--- config.mk ---
export PLATFORM = sky130hd
export DESIGN_NAME = multdiv_controller
export DESIGN_NICKNAME = d
export VERILOG_FILES = /design/src/rtl/multdiv_pkg.sv /design/src/rtl/multdiv_valid_pipe.sv /design/src/rtl/multdiv_controller.sv
export SDC_FILE = /design/constraint.sdc
export NUM_CORES = 1
export LEC_CHECK = 0
export CAP_MARGIN = 20
export CORE_ASPECT_RATIO = 0.9
export CORE_MARGIN = 10
export CORE_UTILIZATION = 35
export CTS_CLUSTER_SIZE = 16
export DETAILED_ROUTE_END_ITERATION = 6
export PLACE_DENSITY = 0.66
export REMOVE_ABC_BUFFERS = 1
export SYNTH_ARGS = -nofsm -noshare
export SYNTH_HDL_FRONTEND = slang
export SYNTH_SLANG_ARGS = --single-unit
--- constraint.sdc ---
create_clock -name clock -period 2 [get_ports clock]
set_input_delay 0.4 -clock clock [delete_from_list [all_inputs] [get_ports clock]]
set_output_delay 0.4 -clock clock [all_outputs]
set_load 0.005 [all_outputs]
--- src/rtl/multdiv_pkg.sv ---
// Shared definitions for the multdiv sequencing controller: state encoding,
// default pipeline/iteration depths and the start-acceptance decode.
package multdiv_pkg;

   typedef enum logic [1:0] {
      IDLE     = 2'd0,
      DIV_WAIT = 2'd1,
      DIV_RUN  = 2'd2,
      DIV_DONE = 2'd3
   } md_state_e;

   localparam int MULT_STAGES_DEF = 4;
   localparam int DIV_CYCLES_DEF  = 32;

   // A start pulse is only honoured while the divider is not busy.
   function automatic logic accepts_start(input md_state_e st);
      logic ok;
      case (st)
         IDLE:     ok = 1'b1;
         DIV_DONE: ok = 1'b1;
         DIV_WAIT: ok = 1'b0;
         DIV_RUN:  ok = 1'b0;
         default:  ok = 1'b0;
      endcase
      return ok;
   endfunction

endpackage

--- src/rtl/multdiv_valid_pipe.sv ---
// Valid-bit shift register shadowing the free-running multiplier latch stages.
// Bit 0 is the first stage; the top bit marks a result leaving the pipe.
module multdiv_valid_pipe
   import multdiv_pkg::*;
#(
   parameter int STAGES = MULT_STAGES_DEF
) (
   input  logic              clock,
   input  logic              reset,
   input  logic              shift_in,
   output logic [STAGES-1:0] valid
);

   logic [STAGES-1:0] valid_r;

   // Shift one stage per cycle; in-flight operations are dropped on reset.
   always_ff @(posedge clock or negedge reset) begin
      if (!reset) begin
         valid_r <= {STAGES{1'b0}};
      end else begin
         valid_r <= (valid_r << 1) | STAGES'(shift_in);
      end
   end

   assign valid = valid_r;

endmodule

--- src/rtl/multdiv_controller.sv ---
// Sequencing controller for the multdiv unit: tracks multiplies in flight,
// runs the iterative divider and drives the processor-facing handshake.
module multdiv_controller
   import multdiv_pkg::*;
#(
   parameter int MULT_STAGES = MULT_STAGES_DEF,
   parameter int DIV_CYCLES  = DIV_CYCLES_DEF,
   parameter int CNT_W       = 6
) (
   input  logic                   clock,
   input  logic                   reset,
   input  logic                   ctrl_MULT,
   input  logic                   ctrl_DIV,
   input  logic                   div_by_zero,
   input  logic                   mult_overflow,
   output logic                   data_inputRDY,
   output logic                   op_latch_en,
   output logic [MULT_STAGES-1:0] mult_pipe_valid,
   output logic                   div_init,
   output logic                   div_step_en,
   output logic [CNT_W-1:0]       iter_count,
   output logic                   data_resultRDY,
   output logic                   data_exception,
   output logic                   result_sel_div
);

   localparam logic [CNT_W-1:0] LAST_ITER = CNT_W'(DIV_CYCLES - 1);
   localparam logic [CNT_W-1:0] ITER_ONE  = CNT_W'(1);

   md_state_e              state_r;
   md_state_e              state_next_s;
   logic                   rdy_s;
   logic                   mult_accept_s;
   logic                   div_accept_s;
   logic                   dz_r;
   logic [CNT_W-1:0]       iter_r;
   logic                   last_iter_s;
   logic [MULT_STAGES-1:0] pipe_shift_s;
   logic                   pipe_busy_s;
   logic                   pipe_drains_s;
   logic                   mult_result_s;

   assign rdy_s         = accepts_start(state_r);
   assign mult_accept_s = ctrl_MULT & rdy_s;
   // MULT has priority when both pulses arrive together.
   assign div_accept_s  = ctrl_DIV & ~ctrl_MULT & rdy_s;
   assign last_iter_s   = (iter_r == LAST_ITER);
   assign pipe_busy_s   = (mult_pipe_valid != {MULT_STAGES{1'b0}});
   // The pipe is empty next cycle once only the final stage (if any) is occupied.
   assign pipe_shift_s  = mult_pipe_valid << 1;
   assign pipe_drains_s = (pipe_shift_s == {MULT_STAGES{1'b0}});
   assign mult_result_s = mult_pipe_valid[MULT_STAGES-1];

   multdiv_valid_pipe #(
      .STAGES (MULT_STAGES)
   ) u_valid_pipe (
      .clock    (clock),
      .reset    (reset),
      .shift_in (mult_accept_s),
      .valid    (mult_pipe_valid)
   );

   // State register.
   always_ff @(posedge clock or negedge reset) begin
      if (!reset) begin
         state_r <= IDLE;
      end else begin
         state_r <= state_next_s;
      end
   end

   // Divide-by-zero flag captured with the accepted divide.
   always_ff @(posedge clock or negedge reset) begin
      if (!reset) begin
         dz_r <= 1'b0;
      end else if (div_accept_s) begin
         dz_r <= div_by_zero;
      end else begin
         dz_r <= dz_r;
      end
   end

   // Divider iteration counter, wraps to zero when the run completes.
   always_ff @(posedge clock or negedge reset) begin
      if (!reset) begin
         iter_r <= {CNT_W{1'b0}};
      end else if (state_r == DIV_RUN && !last_iter_s) begin
         iter_r <= iter_r + ITER_ONE;
      end else begin
         iter_r <= {CNT_W{1'b0}};
      end
   end

   // Next-state decode.
   always_comb begin
      state_next_s = state_r;
      case (state_r)
         IDLE, DIV_DONE: begin
            if (!div_accept_s) begin
               state_next_s = IDLE;
            end else if (pipe_busy_s) begin
               state_next_s = DIV_WAIT;
            end else if (div_by_zero) begin
               state_next_s = DIV_DONE;
            end else begin
               state_next_s = DIV_RUN;
            end
         end
         DIV_WAIT: begin
            if (!pipe_drains_s) begin
               state_next_s = DIV_WAIT;
            end else if (dz_r) begin
               state_next_s = DIV_DONE;
            end else begin
               state_next_s = DIV_RUN;
            end
         end
         DIV_RUN: begin
            if (last_iter_s) begin
               state_next_s = DIV_DONE;
            end else begin
               state_next_s = DIV_RUN;
            end
         end
         default: state_next_s = IDLE;
      endcase
   end

   // Output decode.
   always_comb begin
      data_inputRDY  = rdy_s;
      op_latch_en    = div_accept_s;
      iter_count     = iter_r;
      div_init       = 1'b0;
      div_step_en    = 1'b0;
      data_resultRDY = mult_result_s;
      data_exception = mult_result_s & mult_overflow;
      result_sel_div = 1'b0;
      case (state_r)
         DIV_RUN: begin
            div_step_en = 1'b1;
            div_init    = (iter_r == {CNT_W{1'b0}});
         end
         DIV_DONE: begin
            data_resultRDY = 1'b1;
            data_exception = dz_r;
            result_sel_div = 1'b1;
         end
         IDLE, DIV_WAIT: begin
            div_step_en = 1'b0;
         end
         default: begin
            div_step_en = 1'b0;
         end
      endcase
   end

endmodule
==> flow_summary.yaml, run 1 <==
outcome:
  outcome: "finished clean"
clocking:
  postCtsHoldBufs: 0
  tritoncts_clock_tree: "yes"
  cts.sinks: 13
  clock_tree.buffer_depth: 2
  clk_transition_reported_paths_ps: 80
  cts_inserted_buffers: 3
  clk_root_buffer_cell: "sky130_fd_sc_hd__clkbuf_4"
  insertion_delay_ps: 270
  htreeDepth: 1
yosys:
  ys_types: 23
  netlist_top_cells_count: "sky130_fd_sc_hd__dfrtp_1 (13), sky130_fd_sc_hd__inv_1 (7), sky130_fd_sc_hd__nand2_1 (6), sky130_fd_sc_hd__ha_1 (5)"
  asyncSetResetFlopFracSynth_pct: 100
  synth_enable_flop_cells: 0
  synth_sequential_area_ratio_pct: 51.8
  synth_cells: 61
  yosysTopAreaCellShare_pct: 51.8
  synth.most_common_cell: "sky130_fd_sc_hd__dfrtp_1"
  ys_ff_latch: 13
  primary_ff_master_synth: "sky130_fd_sc_hd__dfrtp_1"
  synth_largest_area_cell: "sky130_fd_sc_hd__dfrtp_1"
  synth.top_cells.by_area: "sky130_fd_sc_hd__dfrtp_1 (52%), sky130_fd_sc_hd__ha_1 (10%), sky130_fd_sc_hd__inv_1 (4.2%)"
  syn_avg_cell_area_um2: 10.3
  syn_area_um2: 628
  synthesis.yosys.warnings: 0
routing:
  mean_number_of_vias_per_cell: 4.67
  route.detailed.drc: 0
  routed-wl-met2_um: 828
  maxUsedRoutingLayer: "met4"
  met3WireLength_um: 53
  first_drt_iteration_drcs: 4
  drtAntennaViolNets: 0
  drt_wl_total_um: 1580
  detail_route.wl_per_cell_um: 13.5
  drt_pass1_iterations: 4
  vias: 546
  wl_met1_um: 674
hold_path:
  whs_endpoint: "u_valid_pipe.valid[1]"
  class_of_the_tightest_hold_or_removal_check: "register to register"
  hold_path_depth: 0
  worstHoldStart: "u_valid_pipe.valid[0]"
power_and_ir_drop:
  internal_power_uw: 512
  power.density_cell_area_nw_per_um2: 754
  p_clk_share_pct: 22.0
  seqPwrFrac_pct: 46.5
  combPwrFrac_pct: 31.4
  total_switching_power_uw: 211
  peakVddDrop_mv: 0.558
  power.switching_fraction_pct: 29.2
  total_leakage_power_nw: 0.454
timing:
  finalCritPeriodShare_pct: 92.2
  clock.fmax_mhz: 542
  setup_viol_count_final: 0
  max_slew.worst_pin.slew_ps: 599
  timing.final.max_slew_violations: 0
  finalSetupTns_ps: 0
  hold_viol: 0
  rsz_0062_raised_after_global_routing: "false"
  max-slew-margin-rel_pct: 60.0
  timing.clock.skew_ps: 1.55
  fin_crit_ps: 1840
die:
  vert_die_dim_um: 60.2
  dieWidth_um: 64.7
  floorplan.initialDensity_pct: 37.4
  fp.dieArea_um2: 3890
  ios: 23
  core.rowCount: 14
  coreArea_um2: 1680
layout:
  regArea_um2: 325
  antennaDiodeCount: 0
  finish.utilization_pct: 57.0
  layout-area-overhead-vs-synth_pct: 52.6
  post_route_cells_drive_above_1_share_pct: 11.8
  final_net_count: 105
  fill_cells: 169
  multiInputGateArea_um2: 282
grt:
  grt_pass1_vias: 579
  grt_start_max_net_pins: 14
  grt_util_all_layers_pct: 9.07
  grt-ovfl-total: 0
  first_pass_grt_wire_length_um: 2690
  number_of_antenna_violations_at_the_first_check_in_global_routing: 0
critical_path:
  worst_setup_path_start_kind: "register"
  register_to_register_path_setup_slack_ps: 420
  crit-reg2reg-launch: "state_r[0]"
  r2r_cells: 5
  critPathRequiredTime_ps: 1600
  r2r_end: "state_r[0]"
  worst_setup_path_end_kind: "primary output"
  path_class: "register to primary output"
  worst-path-max-fanout: 3
  worst_ep_arrival_time_ps: 1440
flow_run:
  max-cap-violations: 0
place:
  finalWeightedCongestion: 0.712
  placement.io_buffers: 22
  dp.final_hpwl_um: 1280
-- through the flow --
step / cell area [µm²] / power, mW / hold WS, ps / setup slack (ps) / instances
after floorplan: 628 / 0.420 / 104 / 585 / 61
after global placement: 908 / 0.577 / 431 / 30.7 / 111
after detailed placement: 908 / 0.579 / 430 / 18.4 / 111
after CTS: 947 / 0.736 / 451 / 16.1 / 117
after global routing: 958 / 0.783 / 468 / 33.3 / 117
final: 958 / 0.723 / 449 / 156 / 117
-- cells by family (layout without fill, tap and decap cells) --
group                    Yosys count  after routing  synth area share (%)
AO/OA/AOI/OAI                      8              8                  7.57
XOR/XNOR                           3              3                  4.18
flip-flops                        13             13                  51.8
buffers and inverters              7             39                  4.18
AND/OR/NAND/NOR                   25             25                  22.3
adder cells (fa/ha/maj)            5              5                  9.96
-- power by group through the flow --
stage          Sequential, mW  Clock, mW  Combinational [mW]
3_3_place_gp            0.344          0               0.233
2_1_floorplan           0.337          0              0.0822
4_1_cts                 0.337      0.168               0.232
3_5_place_dp            0.344          0               0.235
6_report                0.336      0.159               0.227
5_1_grt                 0.342      0.185               0.256
-- final cells by class --
| cell class | count | share of cell area (%) |
|---|---|---|
| clock buffers | 4 | 2.74 |
| multi-input cells | 41 | 29.4 |
| inverters | 7 | 2.74 |
| repair buffers | 28 | 28.1 |
| flip-flops and latches | 13 | 33.9 |
| well taps | 24 | 3.13 |
-- what timing repair did --
item | 4_1_cts | 5_1_grt
gates resized for setup | 5 | 4
setup endpoints to repair | 5 | 2
endpoints found under the hold margin | 0 | 0
setup buffers | 2 | 0
-- how the worst max path moves through the flow --
stage	start	to	cells past startpoint
2_1_floorplan	state_r[0]	state_r[0]	4
6_report	state_r[0]	op_latch_en	5
4_1_cts	state_r[0]	div_step_en	4
3_3_place_gp	ctrl_MULT	op_latch_en	4
5_1_grt	state_r[0]	div_init	5
3_5_place_dp	mult_overflow	data_exception	4
-- flip-flops by register name, indices dropped and copies added, names as in the netlist --
| name | flops |
|---|---|
| dz_r | 1 |
| u_valid_pipe.valid | 4 |
| state_r | 2 |
| iter_count | 6 |
-- worst max-delay path, stage by stage, from the launching register on --
cell                            delay [ps]
sky130_fd_sc_hd__dfrtp_1               390
sky130_fd_sc_hd__inv_1                  60
sky130_fd_sc_hd__ha_2                  310
sky130_fd_sc_hd__nand3b_1               90
sky130_fd_sc_hd__inv_1                  80
sky130_fd_sc_hd__dlygate4sd2_1         240
-- cells in the final DEF, fill, tap and decap left out --
cell and instances:
sky130_fd_sc_hd__or4_1 2, sky130_fd_sc_hd__nor2_1 3, sky130_fd_sc_hd__o22ai_1 1, sky130_fd_sc_hd__nand4bb_1 1, sky130_fd_sc_hd__a21oi_1 1, sky130_fd_sc_hd__xor2_1 2, sky130_fd_sc_hd__xnor2_1 1, sky130_fd_sc_hd__o311ai_1 1
sky130_fd_sc_hd__nand4_1 1, sky130_fd_sc_hd__ha_2 2, sky130_fd_sc_hd__and2_1 3, sky130_fd_sc_hd__nand3b_1 1, sky130_fd_sc_hd__ha_1 3, sky130_fd_sc_hd__a21boi_1 1, sky130_fd_sc_hd__buf_4 5, sky130_fd_sc_hd__o21ai_0 2
sky130_fd_sc_hd__or2_1 1, sky130_fd_sc_hd__nor3_1 2, sky130_fd_sc_hd__clkbuf_4 3, sky130_fd_sc_hd__dfrtp_1 13, sky130_fd_sc_hd__buf_6 1, sky130_fd_sc_hd__or4b_1 1, sky130_fd_sc_hd__dlymetal6s2s_1 2, sky130_fd_sc_hd__nand2_1 6
sky130_fd_sc_hd__nor4_1 1, sky130_fd_sc_hd__dlygate4sd2_1 4, sky130_fd_sc_hd__nand3_1 3, sky130_fd_sc_hd__inv_1 7, sky130_fd_sc_hd__o21ai_1 2, sky130_fd_sc_hd__clkdlybuf4s50_1 16, sky130_fd_sc_hd__clkbuf_1 1
-- layer usage --
| layer | vias to the layer above | track usage [%] |
|---|---|---|
| met5 | - | 0 |
| met4 | 0 | 3.66 |
| met3 | 2 | 3.74 |
| met2 | 9 | 15.6 |
| met1 | 261 | 9.74 |
| li1 | 274 | - |
No activity file was read; power rests on OpenSTA's default activity.
==> run 2, diff against run 1 <==
Settings changed: CTS_CLUSTER_SIZE 16 to default, PLACE_DENSITY 0.66 to default, PLACE_DENSITY_LB_ADDON from default to 0.2.
==> run 2 against run 1 <==
Clock skew about the same. Via count increased by 3.3%. Sequential power about the same. Worst hold slack improved by 3.2 ps. Combinational power increased by 10%. Highest routed layer unchanged.
==> flow_summary.yaml, run 2 (same netlist as run 1, synthesis figures left out) <==
routing:
  drt_wl_total_um: 1540
  mean_number_of_vias_per_cell: 4.74
  drt_pass1_iterations: 4
  first_drt_iteration_drcs: 11
  vias: 564
  route.detailed.drc: 0
  drtAntennaViolNets: 0
  detail_route.wl_per_cell_um: 13.0
place:
  dp_cells: 112
  placement.io_buffers: 22
  post_dp_cell_area_um2: 916
  dp.final_hpwl_um: 1220
  finalWeightedCongestion: 0.697
clocking:
  cts.sinks: 13
  clk_transition_reported_paths_ps: 70
  cts_inserted_buffers: 3
  clk_root_buffer_cell: "sky130_fd_sc_hd__clkbuf_4"
  insertion_delay_ps: 270
  clock_tree.buffer_depth: 2
  htreeDepth: 1
  tritoncts_clock_tree: "yes"
  postCtsHoldBufs: 0
critical_path:
  crit-reg2reg-launch: "state_r[0]"
  worst_setup_path_end_kind: "primary output"
  critPathRequiredTime_ps: 1600
  worst_setup_path_start_kind: "register"
  register_to_register_path_setup_slack_ps: 390
  worst-path-max-fanout: 7
  r2r_cells: 5
  r2r_end: "state_r[0]"
  worst_ep_arrival_time_ps: 1530
  path_class: "register to primary output"
  source_of_the_critical_timing_path: "state_r[0]"
timing:
  fin_crit_ps: 1930
  timing.final.max_slew_violations: 0
  hold_viol: 0
  timing.clock.skew_ps: 1.78
  clock.fmax_mhz: 517
  max-slew-margin-rel_pct: 60.5
  setup_viol_count_final: 0
  max_slew.worst_pin.slew_ps: 590
  final.hold.worst_slack_ps: 452
  finalCritPeriodShare_pct: 96.7
hold_path:
  worstHoldStart: "u_valid_pipe.valid[2]"
  whs_endpoint: "u_valid_pipe.valid[3]"
  class_of_the_tightest_hold_or_removal_check: "register to register"
  hold_path_depth: 0
power_and_ir_drop:
  total_leakage_power_nw: 0.447
  peakVddDrop_mv: 0.472
  power.density_cell_area_nw_per_um2: 765
die:
  dieWidth_um: 64.7
  ios: 23
  vert_die_dim_um: 60.2
  coreArea_um2: 1680
  floorplan.initialDensity_pct: 37.4
  fp.dieArea_um2: 3890
  core.rowCount: 14
grt:
  first_pass_grt_wire_length_um: 2540
  grt_pass1_vias: 577
  grt_start_max_net_pins: 14
  number_of_antenna_violations_at_the_first_check_in_global_routing: 0
  grt_util_all_layers_pct: 8.42
  grt-ovfl-total: 0
flow_run:
  max-cap-violations: 0
layout:
  most-common-layout-cells: "sky130_fd_sc_hd__clkdlybuf4s50_1 (17), sky130_fd_sc_hd__dfrtp_1 (13), sky130_fd_sc_hd__inv_1 (7), sky130_fd_sc_hd__buf_4 (7), sky130_fd_sc_hd__nand2_1 (6)"
  antennaDiodeCount: 0
  final_net_count: 107
  fin_cells: 119
  post_route_cells_drive_above_1_share_pct: 12.6
  mostFrequentLayoutCell: "sky130_fd_sc_hd__clkdlybuf4s50_1"
  multiInputGateArea_um2: 279
  layout-area-overhead-vs-synth_pct: 54.2
  final_cell_area_um2: 968
  largest_register_ff_count: 6
  regArea_um2: 325
  fill_cells: 178
outcome:
  outcome: "finished clean"
[run 2: cell count changes in the layout (fill, tap and decap cells not counted), sizes merged]
| cell | delta |
|---|---|
| buf | +2 |
| clkdlybuf4s50 | +1 |
| dlymetal6s2s | -1 |
[run 2: worst max-delay path, cell delays in order (launching register included)]
cell and delay [ps]:
sky130_fd_sc_hd__dfrtp_1 400, sky130_fd_sc_hd__inv_1 70, sky130_fd_sc_hd__ha_1 180, sky130_fd_sc_hd__buf_6 120
sky130_fd_sc_hd__clkdlybuf4s50_1 500
[run 2: routing by layer]
metal  GRT usage, %  vias up  wire length [µm]
met2           14.0       16               776
li1               -      277                 -
met5              0        -                 0
met3           4.67        2                97
met1           8.91      269               658
met4           2.74        0                10
[run 2: cell type report]
type / count / area share (%)
Multi-Input combinational cell: 41 / 28.8
Inverter: 7 / 2.71
Sequential cell: 13 / 33.6
Timing Repair Buffer: 30 / 29.1
Clock buffer: 4 / 2.71
Tap cell: 24 / 3.10
[run 2: stage by stage]
stage / util, % / total power, mW / worst slack [ps] / setup TNS, ps
3_5_place_dp: 54.5 / 0.584 / 23.5 / 0
2_1_floorplan: - / 0.420 / 585 / 0
5_1_grt: 57.6 / 0.803 / -8.27 / -8.27
6_report: 57.6 / 0.741 / 66.8 / 0
4_1_cts: 56.2 / 0.739 / 17.2 / 0
3_3_place_gp: 54.5 / 0.579 / 32.5 / 0
[run 2: power breakdown]
group	switching, mW	internal (mW)	leakage (nW)
sequential	0.0376	0.300	0.172
combinational	0.0976	0.152	0.260
clock	0.0764	0.0772	0.0150
total	0.212	0.529	0.447
[run 2: what timing repair did]
action / 4_1_cts / 5_1_grt
buffers inserted: 1 / 2
gates resized for setup: 4 / 3
setup endpoints to repair: 4 / 2
[run 2: worst max path at each step]
stage                     depth (start not counted)        endpoint
after floorplan                                   4      state_r[0]
after global placement                            4     op_latch_en
after detailed placement                          4     op_latch_en
after CTS                                         3  data_resultRDY
after global routing                              4     div_step_en
final                                             4     div_step_en
